<file path="src/rtl/cpu_pkg.sv">
// Shared fetch-stage types: handshake FSM states, NOP encoding, default PC step.
// Pure declarations; no timing or backpressure of its own.
package cpu_pkg;

  typedef enum logic [1:0] {
    S_REQ   = 2'd0,
    S_WAIT  = 2'd1,
    S_DRAIN = 2'd2
  } fetch_state_e;

  localparam logic [31:0] NOP_INSTR = 32'h0000_0000;
  localparam logic [31:0] PC_INC    = 32'd4;

  function automatic logic [31:0] word_align(input logic [31:0] addr);
    return {addr[31:2], 2'b00};
  endfunction

endpackage

</file>
<file path="src/rtl/fetch_unit_if.sv">
// Instruction-memory req/ready/rvalid channel; master is the fetch stage.
// One request in flight; ready backpressures req, rvalid is a single-cycle pulse.
interface fetch_unit_if;
  logic        imem_req_o;
  logic [31:0] imem_addr_o;
  logic        imem_ready_i;
  logic        imem_rvalid_i;
  logic [31:0] imem_rdata_i;

  modport master (
    output imem_req_o,
    output imem_addr_o,
    input  imem_ready_i,
    input  imem_rvalid_i,
    input  imem_rdata_i
  );

  modport slave (
    input  imem_req_o,
    input  imem_addr_o,
    output imem_ready_i,
    output imem_rvalid_i,
    output imem_rdata_i
  );
endinterface

</file>
<file path="src/rtl/fetch_pc_reg.sv">
// Program counter with redirect/increment next-PC mux; updates on the edge after select.
// No backpressure: holds unless told to advance or redirect (redirect wins).
module fetch_pc_reg #(
  parameter logic [31:0] RESET_PC = 32'h0000_0000,
  parameter logic [31:0] PC_INC   = cpu_pkg::PC_INC
) (
  input  logic        clk_i,
  input  logic        rst_i,
  input  logic        i_redirect,
  input  logic [31:0] i_redirect_pc,
  input  logic        i_advance,
  output logic [31:0] o_pc
);
  import cpu_pkg::*;

  logic [31:0] r_pc;
  logic [31:0] w_pc_nxt;

  always_comb begin
    w_pc_nxt = r_pc;
    if (i_redirect) begin
      w_pc_nxt = word_align(i_redirect_pc);
    end else if (i_advance) begin
      w_pc_nxt = r_pc + PC_INC;
    end
  end

  always_ff @(posedge clk_i or negedge rst_i) begin
    if (!rst_i) begin
      r_pc <= RESET_PC;
    end else begin
      r_pc <= w_pc_nxt;
    end
  end

  assign o_pc = r_pc;

endmodule

</file>
<file path="src/rtl/fetch_unit.sv">
// Fetch stage: single-outstanding imem requests into a registered {pc,instr,valid} buffer.
// Best case one instruction per 2 cycles; stall holds the buffer and blocks new requests.
module fetch_unit #(
  parameter logic [31:0] RESET_PC = 32'h0000_0000,
  parameter logic [31:0] PC_INC   = cpu_pkg::PC_INC
) (
  input  logic         clk_i,
  input  logic         rst_i,
  fetch_unit_if.master imem,
  input  logic         stall_i,
  input  logic         redirect_i,
  input  logic [31:0]  redirect_pc_i,
  output logic [31:0]  pc_o,
  output logic [31:0]  instr_o,
  output logic         valid_o,
  output logic         fetch_busy_o
);
  import cpu_pkg::*;

  fetch_state_e r_state;
  fetch_state_e w_state_nxt;
  logic [31:0]  w_pc_q;
  logic [31:0]  r_inflight_pc;
  logic [31:0]  r_pc_o;
  logic [31:0]  r_instr_o;
  logic         r_valid_o;
  logic         w_req;
  logic         w_accept;
  logic         w_load;

  fetch_pc_reg #(
    .RESET_PC (RESET_PC),
    .PC_INC   (PC_INC)
  ) u_pc (
    .clk_i         (clk_i),
    .rst_i         (rst_i),
    .i_redirect    (redirect_i),
    .i_redirect_pc (redirect_pc_i),
    .i_advance     (w_accept),
    .o_pc          (w_pc_q)
  );

  // A request is only issued when the buffer will be free by the time data returns.
  always_comb begin
    w_state_nxt = r_state;
    w_req       = 1'b0;
    w_load      = 1'b0;
    case (r_state)
      S_REQ: begin
        w_req = ~redirect_i & (~r_valid_o | ~stall_i);
        if (w_req && imem.imem_ready_i) w_state_nxt = S_WAIT;
      end
      S_WAIT: begin
        if (redirect_i) begin
          w_state_nxt = imem.imem_rvalid_i ? S_REQ : S_DRAIN;
        end else if (imem.imem_rvalid_i) begin
          w_load      = 1'b1;
          w_state_nxt = S_REQ;
        end
      end
      S_DRAIN: begin
        if (imem.imem_rvalid_i) w_state_nxt = S_REQ;
      end
      default: w_state_nxt = S_REQ;
    endcase
  end

  assign w_accept = w_req & imem.imem_ready_i;

  always_ff @(posedge clk_i or negedge rst_i) begin
    if (!rst_i) begin
      r_state <= S_REQ;
    end else begin
      r_state <= w_state_nxt;
    end
  end

  always_ff @(posedge clk_i or negedge rst_i) begin
    if (!rst_i) begin
      r_inflight_pc <= RESET_PC;
    end else if (w_accept) begin
      r_inflight_pc <= w_pc_q;
    end
  end

  // pc_o deliberately keeps its last value when the buffer empties.
  always_ff @(posedge clk_i or negedge rst_i) begin
    if (!rst_i) begin
      r_pc_o    <= RESET_PC;
      r_instr_o <= NOP_INSTR;
      r_valid_o <= 1'b0;
    end else if (redirect_i) begin
      r_instr_o <= NOP_INSTR;
      r_valid_o <= 1'b0;
    end else if (w_load) begin
      r_pc_o    <= r_inflight_pc;
      r_instr_o <= imem.imem_rdata_i;
      r_valid_o <= 1'b1;
    end else if (r_valid_o && !stall_i) begin
      r_instr_o <= NOP_INSTR;
      r_valid_o <= 1'b0;
    end
  end

  assign imem.imem_req_o  = w_req & rst_i;
  assign imem.imem_addr_o = w_pc_q;
  assign pc_o             = r_pc_o;
  assign instr_o          = r_instr_o;
  assign valid_o          = r_valid_o;
  assign fetch_busy_o     = ~r_valid_o;

endmodule
</file>
<file path="src/flat_wrapper.sv">
// flat-port wrapper written by rule: the top's interface ports become plain ports
module fetch_unit_flat import cpu_pkg::*;
#(
  parameter logic [31:0] RESET_PC = 32'h0000_0000,
  parameter logic [31:0] PC_INC   = cpu_pkg::PC_INC
)
  (clk_i, rst_i, stall_i, redirect_i, redirect_pc_i, pc_o, instr_o, valid_o, fetch_busy_o, imem_imem_req_o, imem_imem_addr_o, imem_imem_ready_i, imem_imem_rvalid_i, imem_imem_rdata_i);
  fetch_unit_if imem_i ();
  input  logic clk_i;
  input  logic rst_i;
  input  logic stall_i;
  input  logic redirect_i;
  input  logic [31:0] redirect_pc_i;
  output logic [31:0] pc_o;
  output logic [31:0] instr_o;
  output logic valid_o;
  output logic fetch_busy_o;
  output wire logic [$bits(imem_i.imem_req_o)-1:0] imem_imem_req_o;
  output wire logic [$bits(imem_i.imem_addr_o)-1:0] imem_imem_addr_o;
  input wire logic [$bits(imem_i.imem_ready_i)-1:0] imem_imem_ready_i;
  input wire logic [$bits(imem_i.imem_rvalid_i)-1:0] imem_imem_rvalid_i;
  input wire logic [$bits(imem_i.imem_rdata_i)-1:0] imem_imem_rdata_i;
  assign imem_imem_req_o = imem_i.imem_req_o;
  assign imem_imem_addr_o = imem_i.imem_addr_o;
  assign imem_i.imem_ready_i = imem_imem_ready_i;
  assign imem_i.imem_rvalid_i = imem_imem_rvalid_i;
  assign imem_i.imem_rdata_i = imem_imem_rdata_i;
  fetch_unit #(.RESET_PC(RESET_PC), .PC_INC(PC_INC)) u_core (.clk_i(clk_i), .rst_i(rst_i), .imem(imem_i), .stall_i(stall_i), .redirect_i(redirect_i), .redirect_pc_i(redirect_pc_i), .pc_o(pc_o), .instr_o(instr_o), .valid_o(valid_o), .fetch_busy_o(fetch_busy_o));
endmodule
</file>
<file path="config.mk">
export PLATFORM = sky130hd
export DESIGN_NAME = fetch_unit_flat
export DESIGN_NICKNAME = d
export VERILOG_FILES = /design/src/rtl/cpu_pkg.sv /design/src/rtl/fetch_unit_if.sv /design/src/rtl/fetch_pc_reg.sv /design/src/rtl/fetch_unit.sv /design/src/flat_wrapper.sv
export SDC_FILE = /design/constraint.sdc
export NUM_CORES = 1
export LEC_CHECK = 0
export BUFFER_PORTS_ARGS = -buffer_cell sky130_fd_sc_hd__buf_2
export CAP_MARGIN = 30
export CORE_UTILIZATION = 25
export DETAILED_ROUTE_END_ITERATION = 7
export GPL_TIMING_DRIVEN = 0
export SETUP_SLACK_MARGIN = 0.3
export SLEW_MARGIN = 20
export SYNTH_ARGS = -nofsm -noshare
export SYNTH_HDL_FRONTEND = slang
export SYNTH_HIERARCHICAL = 1
export SYNTH_SLANG_ARGS = --single-unit
export TNS_END_PERCENT = 20
</file>
<file path="constraint.sdc">
create_clock -name clk_i -period 5.6 [get_ports clk_i]
set_input_delay 0.28 -clock clk_i [delete_from_list [all_inputs] [get_ports clk_i]]
set_output_delay 0.28 -clock clk_i [all_outputs]
set_load 0.03 [all_outputs]
</file>
Yosys cells after proc, flatten, opt, wreduce, memory -nomap -nowiden
Cells that the tools add are included.

Flip-flop bits (word level): 131. Input bits: 70. Output and inout bits: 99. Logic and storage cells: 41.

Add/subtract/negate cells: 1. Reductions and logical operators: 7. Multiplexer cells: 17. Bitwise logic cells: 7. Equal/unequal tests: 3.

Operators by type and width (number): $mux 32 (5); $add 32x3->32 const B (1); $mux 2 (4); $mux 1 (7); $pmux 2 s3 (1); $and 1x1->1 (3); $not 1->1 (3); $reduce_bool 3->1 (1); $eq 2x1->1 const B (1); $eq 2x2->1 const B (1); $logic_and 1x1->1 (2); $logic_not 2->1 (1); $ne 2x1->1 const B (1); $reduce_and 2->1 (1); $reduce_bool 2->1 (1); $logic_not 1->1 (1); $or 1x1->1 (1).

Longest topological paths before layout
Gate-level depths: netlist of the first run.

Depth after elaboration: 7. Depth in mapped cells: 10. Mapped depth without buffers: 8.

Modules after synthesis
The synthesis of the first run kept the hierarchy.

By module, submodules not included: fetch_unit (seq. area each 2477.4 µm², times used 1, area an instance 3717.3 µm², cells each 225); fetch_pc_reg (seq. area each 750.7 µm², times used 1, area an instance 1729.2 µm², cells each 192).

Worst setup path after synthesis of the first run
OpenSTA, ideal clock, no wires.

Kind: register to register. Start point: register u_core.r_valid_o, in the netlist u_core/valid_o. End point: register u_core.u_pc.r_pc[28], in the netlist u_core/u_pc/o_pc[28]. Arrival time: 2.288 ns. Path buffers: 1. Data required time: 5.475 ns. Stages on the path, launching flop included: 10. Period minus slack after synthesis: 2.413 ns. Path slack: 3.187 ns. Library setup time: 0.125 ns. Cell sequence: dfrtp_1 -> a21oi_2 -> nand3_2 -> buf_2 -> inv_1 -> and3_1 -> nand3_1 -> nor4_1 -> xor2_1 -> mux2_2.

Longest elaborated chain between the ends: 6.

Ends and longest elaborated chain: from (decl) (RTL line fetch_unit.sv:26) `logic r_valid_o;`; from (signal assigned) (RTL line fetch_unit.sv:91) `r_valid_o <= 1'b0;`; from (signal assigned) (RTL line fetch_unit.sv:94) `r_valid_o <= 1'b0;`; from (signal assigned) (RTL line fetch_unit.sv:98) `r_valid_o <= 1'b1;`; $not 1->1 (RTL line fetch_unit.sv:50) `w_req = ~redirect_i & (~r_valid_o | ~stall_i);`; $or 1x1->1 (RTL line fetch_unit.sv:50); $and 1x1->1 (RTL line fetch_unit.sv:50); $mux 1 (RTL line fetch_unit.sv:48) `case (r_state)`; $and 1x1->1 (RTL line fetch_unit.sv:68) `assign w_accept = w_req & imem.imem_ready_i;`; via u_core.w_accept (RTL line fetch_unit.sv:28) `logic w_accept;`; $reduce_bool 2->1 (no source line); to (signal assigned) (RTL line fetch_pc_reg.sv:32) `r_pc <= w_pc_nxt;`; to (decl) (RTL line fetch_pc_reg.sv:16) `logic [31:0] r_pc;`.

The timed path passes the listed nets, and every way through them passes these cells. A chain may end at the register's enable or synchronous reset.

Worst setup path in the final report of the first run
Ends and elaborated chain as after synthesis.

==> results of run 1 <==
## cell type report
class	count	area (um2)	share of cell area
inverters	7	26.3	0.00365
multi-input cells	259	2050	0.285
diodes	1	2.50	0.000347
flip-flops and latches	129	3230	0.448
clock buffers	23	478	0.0664
repair buffers	166	868	0.121
clock inverters	9	58.8	0.00817
well taps	275	344	0.0478
plain buffers	23	143	0.0198
## per-stage QoR
stage	power, mW	instances	instance area, um2	setup slack (ns)	hold slack [ns]
CTS	3.10	891	7200	2.62	0.0497
detailed placement	2.08	858	6650	2.59	0.206
global route	3.21	891	7200	2.49	0.0637
floorplan	1.80	418	5450	3.19	-0.0156
finish	3.05	892	7200	2.72	0.0697
global placement	2.06	857	6620	2.12	0.463
## flip-flops by register name, summed over array words and instances (netlist names)
name	count
u_core/r_state	2
u_core/valid_o	1
u_core/pc_o	32
u_core/u_pc/o_pc	30
u_core/r_inflight_pc	32
u_core/instr_o	32
## kinds of logic (layout without fill, tap and decap cells)
family / after synthesis / in the layout
and+or+nand+nor: 95 / 95
AOI/OAI and AO/OA: 66 / 66
adders and majority gates: 1 / 1
muxes: 66 / 66
DFF: 129 / 129
xor gates and xnor gates: 29 / 29
buffers and inverters: 30 / 228
other: 1 / 3
## power by group
group | internal [mW] | switching [mW] | leakage [nW] | total [mW]
clock | 0.597 | 0.402 | 0.255 | 1.00
combinational | 0.298 | 0.483 | 1.61 | 0.780
sequential | 1.14 | 0.124 | 1.63 | 1.27
## cell usage in the layout (no fill, tap or decap), types with 3 or more instances in the layout
cell type,count
nor2_1,9
nor4_1,3
nor4_4,3
clkinvlp_4,4
o21ai_0,24
dfrtp_1,129
mux2_4,10
nand3_1,7
clkbuf_1,9
xor2_1,8
nand4_1,3
nor3_1,7
o21ai_1,5
buf_2,172
nand2_1,43
mux2_2,37
clkbuf_16,17
a22o_1,32
clkbuf_8,3
clkinv_2,4
and3_1,6
mux2_1,18
buf_4,4
buf_6,4
inv_1,7
xnor2_1,21
## per-layer routing
layer,vias up,track usage,share of wire
met3,17,0.0506,0.079
li1,1846,-,-
met2,148,0.194,0.44
met4,4,0.0413,0.013
met1,1855,0.157,0.47
met5,-,0,0.0017
## critical path, cell delays in order, from the launching register on
cell and delay, ns:
dfrtp_1 0.44, a21oi_2 0.18, nand3_2 0.21, buf_2 0.28, inv_1 0.19, and3_1 0.34
nand3_1 0.34, nor4_1 0.39, xor2_1 0.11, mux2_2 0.27
## how the worst max path moves through the flow
stage                           end  slack, ns  cells after the start
2_1_floorplan  u_core/u_pc/o_pc[28]       3.19                      9
3_3_place_gp        imem_imem_req_o       2.12                      3
3_5_place_dp   u_core/u_pc/o_pc[28]       2.59                     10
4_1_cts        u_core/u_pc/o_pc[28]       2.62                      9
5_1_grt        u_core/u_pc/o_pc[28]       2.49                      9
6_report       u_core/u_pc/o_pc[28]       2.72                      9
==> impl_metrics.py, run 1 <==
metrics = {
    "logic_synthesis": {
        "yosys.area_share.simple": 0.0972,
        "muxShareOfSynthArea": 0.143,
        "synth-main-ff-cell": "dfrtp_1",
        "ys_ff_latch": 129,
        "ys_seq_area_frac": 0.593,
        "synth_area_leaders": "dfrtp_1 (59%), mux2_2 (7.6%), a22o_1 (5.1%)",
        "synth_fa_ha_area_frac": 0.00230,
        "yosys.area.top_type": "dfrtp_1",
        "synth_most_common_cell": "dfrtp_1",
        "yosysTopAreaCellShare": 0.593,
        "synth_compound_area_frac": 0.0864,
        "syn-cell-area_um2": 5450,
        "postSynthAreaPerCell_um2": 13.1,
        "async_reset_ff_frac": 1.00,
        "syn-instance-count": 417,
        "ys_top_cells_by_count": "dfrtp_1 (129), nand2_1 (43), mux2_2 (37)",
        "synth_top_family_by_area": "multiplexers",
        "synth_edf_count": 0,
        "ys_types": 42,
        "yosysWarningCount": 6,
        "synth_xor_area_frac": 0.0466,
    },
    "job": {
        "maxCapViolCount": 0,
    },
    "power": {
        "vdd_drop_max_mv": 0.258,
        "power.leakage_nw": 3.50,
        "cellPowerDensity_nw_per_um2": 423,
    },
    "clock_network": {
        "cts_hold_buf": 1,
        "cts_tree": "built",
        "clk_pin_slew_ns": 0.06,
        "cts_resized": 0,
        "cts-buffers-inserted": 17,
        "post_cts_buffers": 0,
        "clock_sinks": 129,
        "clk_latency_ns": 0.42,
        "cts_htree_levels": 4,
        "clockBufferDepth": 2,
        "root_buffer": "clkbuf_16",
    },
    "floorplanning": {
        "io_pins": 169,
        "die-width_um": 150,
        "start_util": 0.257,
        "core-area_um2": 21200,
        "std_cell_rows": 53,
        "dieArea_um2": 22400,
        "die_h_um": 150,
    },
    "route": {
        "wl_um": 13500,
        "routedWlPerCell_um": 15.2,
        "ant_nets": 0,
        "first_iter_violations": 76,
        "via_per_inst": 4.34,
        "first_pass_iters": 5,
        "drt_drc_violations_left": 0,
        "vias": 3870,
    },
    "place": {
        "globalplace.congestion": 0.711,
        "port_buffers": 164,
        "dp_hpwl_um": 9680,
    },
    "final_layout": {
        "final_util": 0.339,
        "fill_cells": 2174,
        "drive_gt1_frac": 0.440,
        "syn_to_final_growth_pct": 32.2,
        "fin_nets": 674,
    },
    "global_routing": {
        "antenna_found_initial": 2,
        "grt_pass1_vias": 3787,
        "grt_start_max_net_pins": 84,
        "grt_pass1_wl_um": 20800,
        "grt-ovfl-total": 0,
        "globalRouteTotalUtil": 0.125,
    },
    "timing": {
        "fmax_mhz": 348,
        "worstMarginPinSlew_ns": 0.640,
        "setup_viol": 0,
        "slew_viol_final": 0,
        "hold_viol": 0,
        "fin_tns_setup_ns": 0,
        "rsz0062_at_grt": "false",
        "max_slew_margin": 0.574,
        "period_needed_ns": 2.88,
        "clock_skew_ns": 0.0101,
        "min_period_over_period": 0.514,
    },
    "critical_path": {
        "cp-end-kind": "flop",
        "r2r-end": "u_core/u_pc/o_pc[28]",
        "r2r_cells": 9,
        "cp-start-kind": "flop",
        "worstPathRequired_ns": 5.90,
        "setup.worst_path.class": "reg2reg",
        "cp_max_fo": 10,
        "rrSetupSlack_ns": 2.72,
        "r2r-start": "u_core/valid_o",
        "crit_arrival_ns": 3.18,
        "crit_start": "u_core/valid_o",
    },
    "min_path": {
        "hold_class": "in2reg",
        "hold_depth": 3,
        "holdPathEnd": "u_core/u_pc/o_pc[30]",
        "hold_start": "redirect_pc_i[30]",
    },
    "status": {
        "outcome": "finished, final reports clean",
    },
}
Power figures use the tool's default switching activity.
==> run 2: changes to the inputs <==
Clock period 5.6 ns to 2.9 ns, I/O delays scaled along.
==> impl_metrics.py, run 2 (synthesis results as in run 1) <==
metrics = {
    "timing": {
        "max_slew_margin": 0.595,
        "fin_tns_setup_ns": 0,
        "worstMarginPinSlew_ns": 0.608,
        "holdWs_ns": -0.00810,
        "clock_skew_ns": 0.00638,
        "fmax_mhz": 404,
        "fin_ws_ns": 0.425,
        "min_period_over_period": 0.853,
        "period_needed_ns": 2.48,
        "hold_viol": 1,
        "setup_viol": 0,
        "slew_viol_final": 0,
        "rsz0062_at_grt": "true",
    },
    "place": {
        "dp_hpwl_um": 9680,
        "port_buffers": 164,
        "globalplace.congestion": 0.711,
        "dpl-instance-area_um2": 6650,
        "preCtsSetupSlack_ns": -0.0687,
        "dpl.cell_count": 858,
    },
    "global_routing": {
        "grt-ovfl-total": 0,
        "grt_start_max_net_pins": 84,
        "grt_pass1_wl_um": 22100,
        "globalRouteTotalUtil": 0.132,
        "antenna_found_initial": 0,
        "grt_pass1_vias": 4201,
    },
    "floorplanning": {
        "die-width_um": 150,
        "dieArea_um2": 22400,
        "die_h_um": 150,
        "start_util": 0.257,
        "io_pins": 169,
        "std_cell_rows": 53,
        "core-area_um2": 21200,
    },
    "final_layout": {
        "fin_nets": 736,
        "drive_gt1_frac": 0.409,
        "final_cells": 953,
        "num_antenna_cells": 0,
        "final_cell_mix": "buf_2 (171), dfrtp_1 (129), dlygate4sd3_1 (63)",
        "design_area_um2": 7870,
        "final_common_cell": "buf_2",
        "final_util": 0.371,
        "syn_to_final_growth_pct": 44.5,
    },
    "route": {
        "drt_drc_violations_left": 0,
        "wl_met1_um": 6480,
        "vias": 4134,
        "first_iter_violations": 104,
        "wl_met3_um": 1030,
        "wl_um": 14300,
        "routedWlPerCell_um": 15.1,
        "ant_nets": 0,
        "via_per_inst": 4.34,
        "wl_met2_um": 6660,
        "top_layer": "met4",
        "first_pass_iters": 4,
    },
    "job": {
        "maxCapViolCount": 0,
    },
    "status": {
        "outcome": "finished, violations left",
        "violations": "negative hold slack",
    },
    "clock_network": {
        "clockBufferDepth": 2,
        "cts_htree_levels": 4,
        "clk_latency_ns": 0.41,
        "clk_pin_slew_ns": 0.06,
        "root_buffer": "clkbuf_16",
        "post_cts_buffers": 0,
        "cts_tree": "built",
        "clock_sinks": 129,
        "cts-buffers-inserted": 17,
    },
    "critical_path": {
        "crit_arrival_ns": 2.76,
        "r2r_cells": 10,
        "worstPathRequired_ns": 3.18,
        "cp_max_fo": 10,
        "r2r-start": "u_core/valid_o",
        "cp_cell_sequence": "a21oi_2 -> nand3_4 -> buf_4 -> clkinvlp_4 -> nand4_4 -> or3_1 -> buf_6 -> nor4_4 -> xnor2_1 -> o21ai_1",
        "r2r-end": "u_core/u_pc/o_pc[31]",
        "rrSetupSlack_ns": 0.42,
        "cp-start-kind": "flop",
        "cp-end-kind": "flop",
        "slowest_stage": "dfrtp_1",
        "setup.worst_path.class": "reg2reg",
        "max_stage_delay_ns": 0.45,
    },
    "min_path": {
        "hold_start": "redirect_pc_i[31]",
        "hold_class": "in2reg",
        "hold_depth": 3,
        "holdPathEnd": "u_core/u_pc/o_pc[31]",
    },
    "power": {
        "power.leakage_nw": 3.75,
        "vdd_drop_max_mv": 0.503,
        "cellPowerDensity_nw_per_um2": 757,
        "total_power_mw": 5.96,
    },
}
## run 2: cell types whose count changed in the layout (fill, tap and decap cells not counted), sizes merged
cell / previous run / this run
inv: 7 / 6
clkinvlp: 4 / 5
dlygate4sd3: 1 / 63
diode: 1 / 0
## run 2: worst max-delay path by stage
stage | startpoint | to | slack (ns) | cells after the start
after global placement | rst_i | imem_imem_req_o | -0.31 | 3
after floorplan | u_core/valid_o | u_core/u_pc/o_pc[28] | 0.49 | 9
final | u_core/valid_o | u_core/u_pc/o_pc[31] | 0.42 | 10
after detailed placement | u_core/valid_o | u_core/u_pc/o_pc[28] | -0.07 | 9
after CTS | u_core/valid_o | u_core/u_pc/o_pc[19] | 0.35 | 10
after global routing | u_core/valid_o | u_core/u_pc/o_pc[27] | 0.27 | 10
## run 2: cell type report
| cell class | instances | area [um2] |
|---|---|---|
| timing repair buffer | 228 | 1490 |
| tap | 275 | 344 |
| multi-input combinational | 259 | 2100 |
| clock inverter | 9 | 58.8 |
| clock buffer | 23 | 478 |
| sequential | 129 | 3230 |
| fill | 2090 | 13400 |
| inverter | 7 | 30.0 |
| buffer | 23 | 145 |
## run 2: repair_timing
item | in CTS | in global routing
resized for setup | 8 | 2
endpoints found under the setup margin | 16 | 5
gates cloned | 0 | 0
hold endpoints to repair | 109 | 0
hold buffers | 63 | 0
## run 2: critical path: cells and delay by family (launching register included)
family	cells	cell delay [ns]
and+or+nand+nor	4	0.92
buffers and inverters	3	0.54
xor gates and xnor gates	1	0.15
AOI/OAI and AO/OA	2	0.28
DFF	1	0.45
## run 2: power by group
part / internal, mW / leakage (nW) / switching (mW)
clock: 1.15 / 0.255 / 0.772
combinational: 0.632 / 1.86 / 0.951
sequential: 2.21 / 1.63 / 0.245
total: 3.99 / 3.75 / 1.97
## run 2: per-layer routing
metal	GRT usage	vias to the layer above
met3	0.0433	15
met4	0.0413	0
met5	0	-
li1	-	1969
met1	0.159	2001
met2	0.222	149
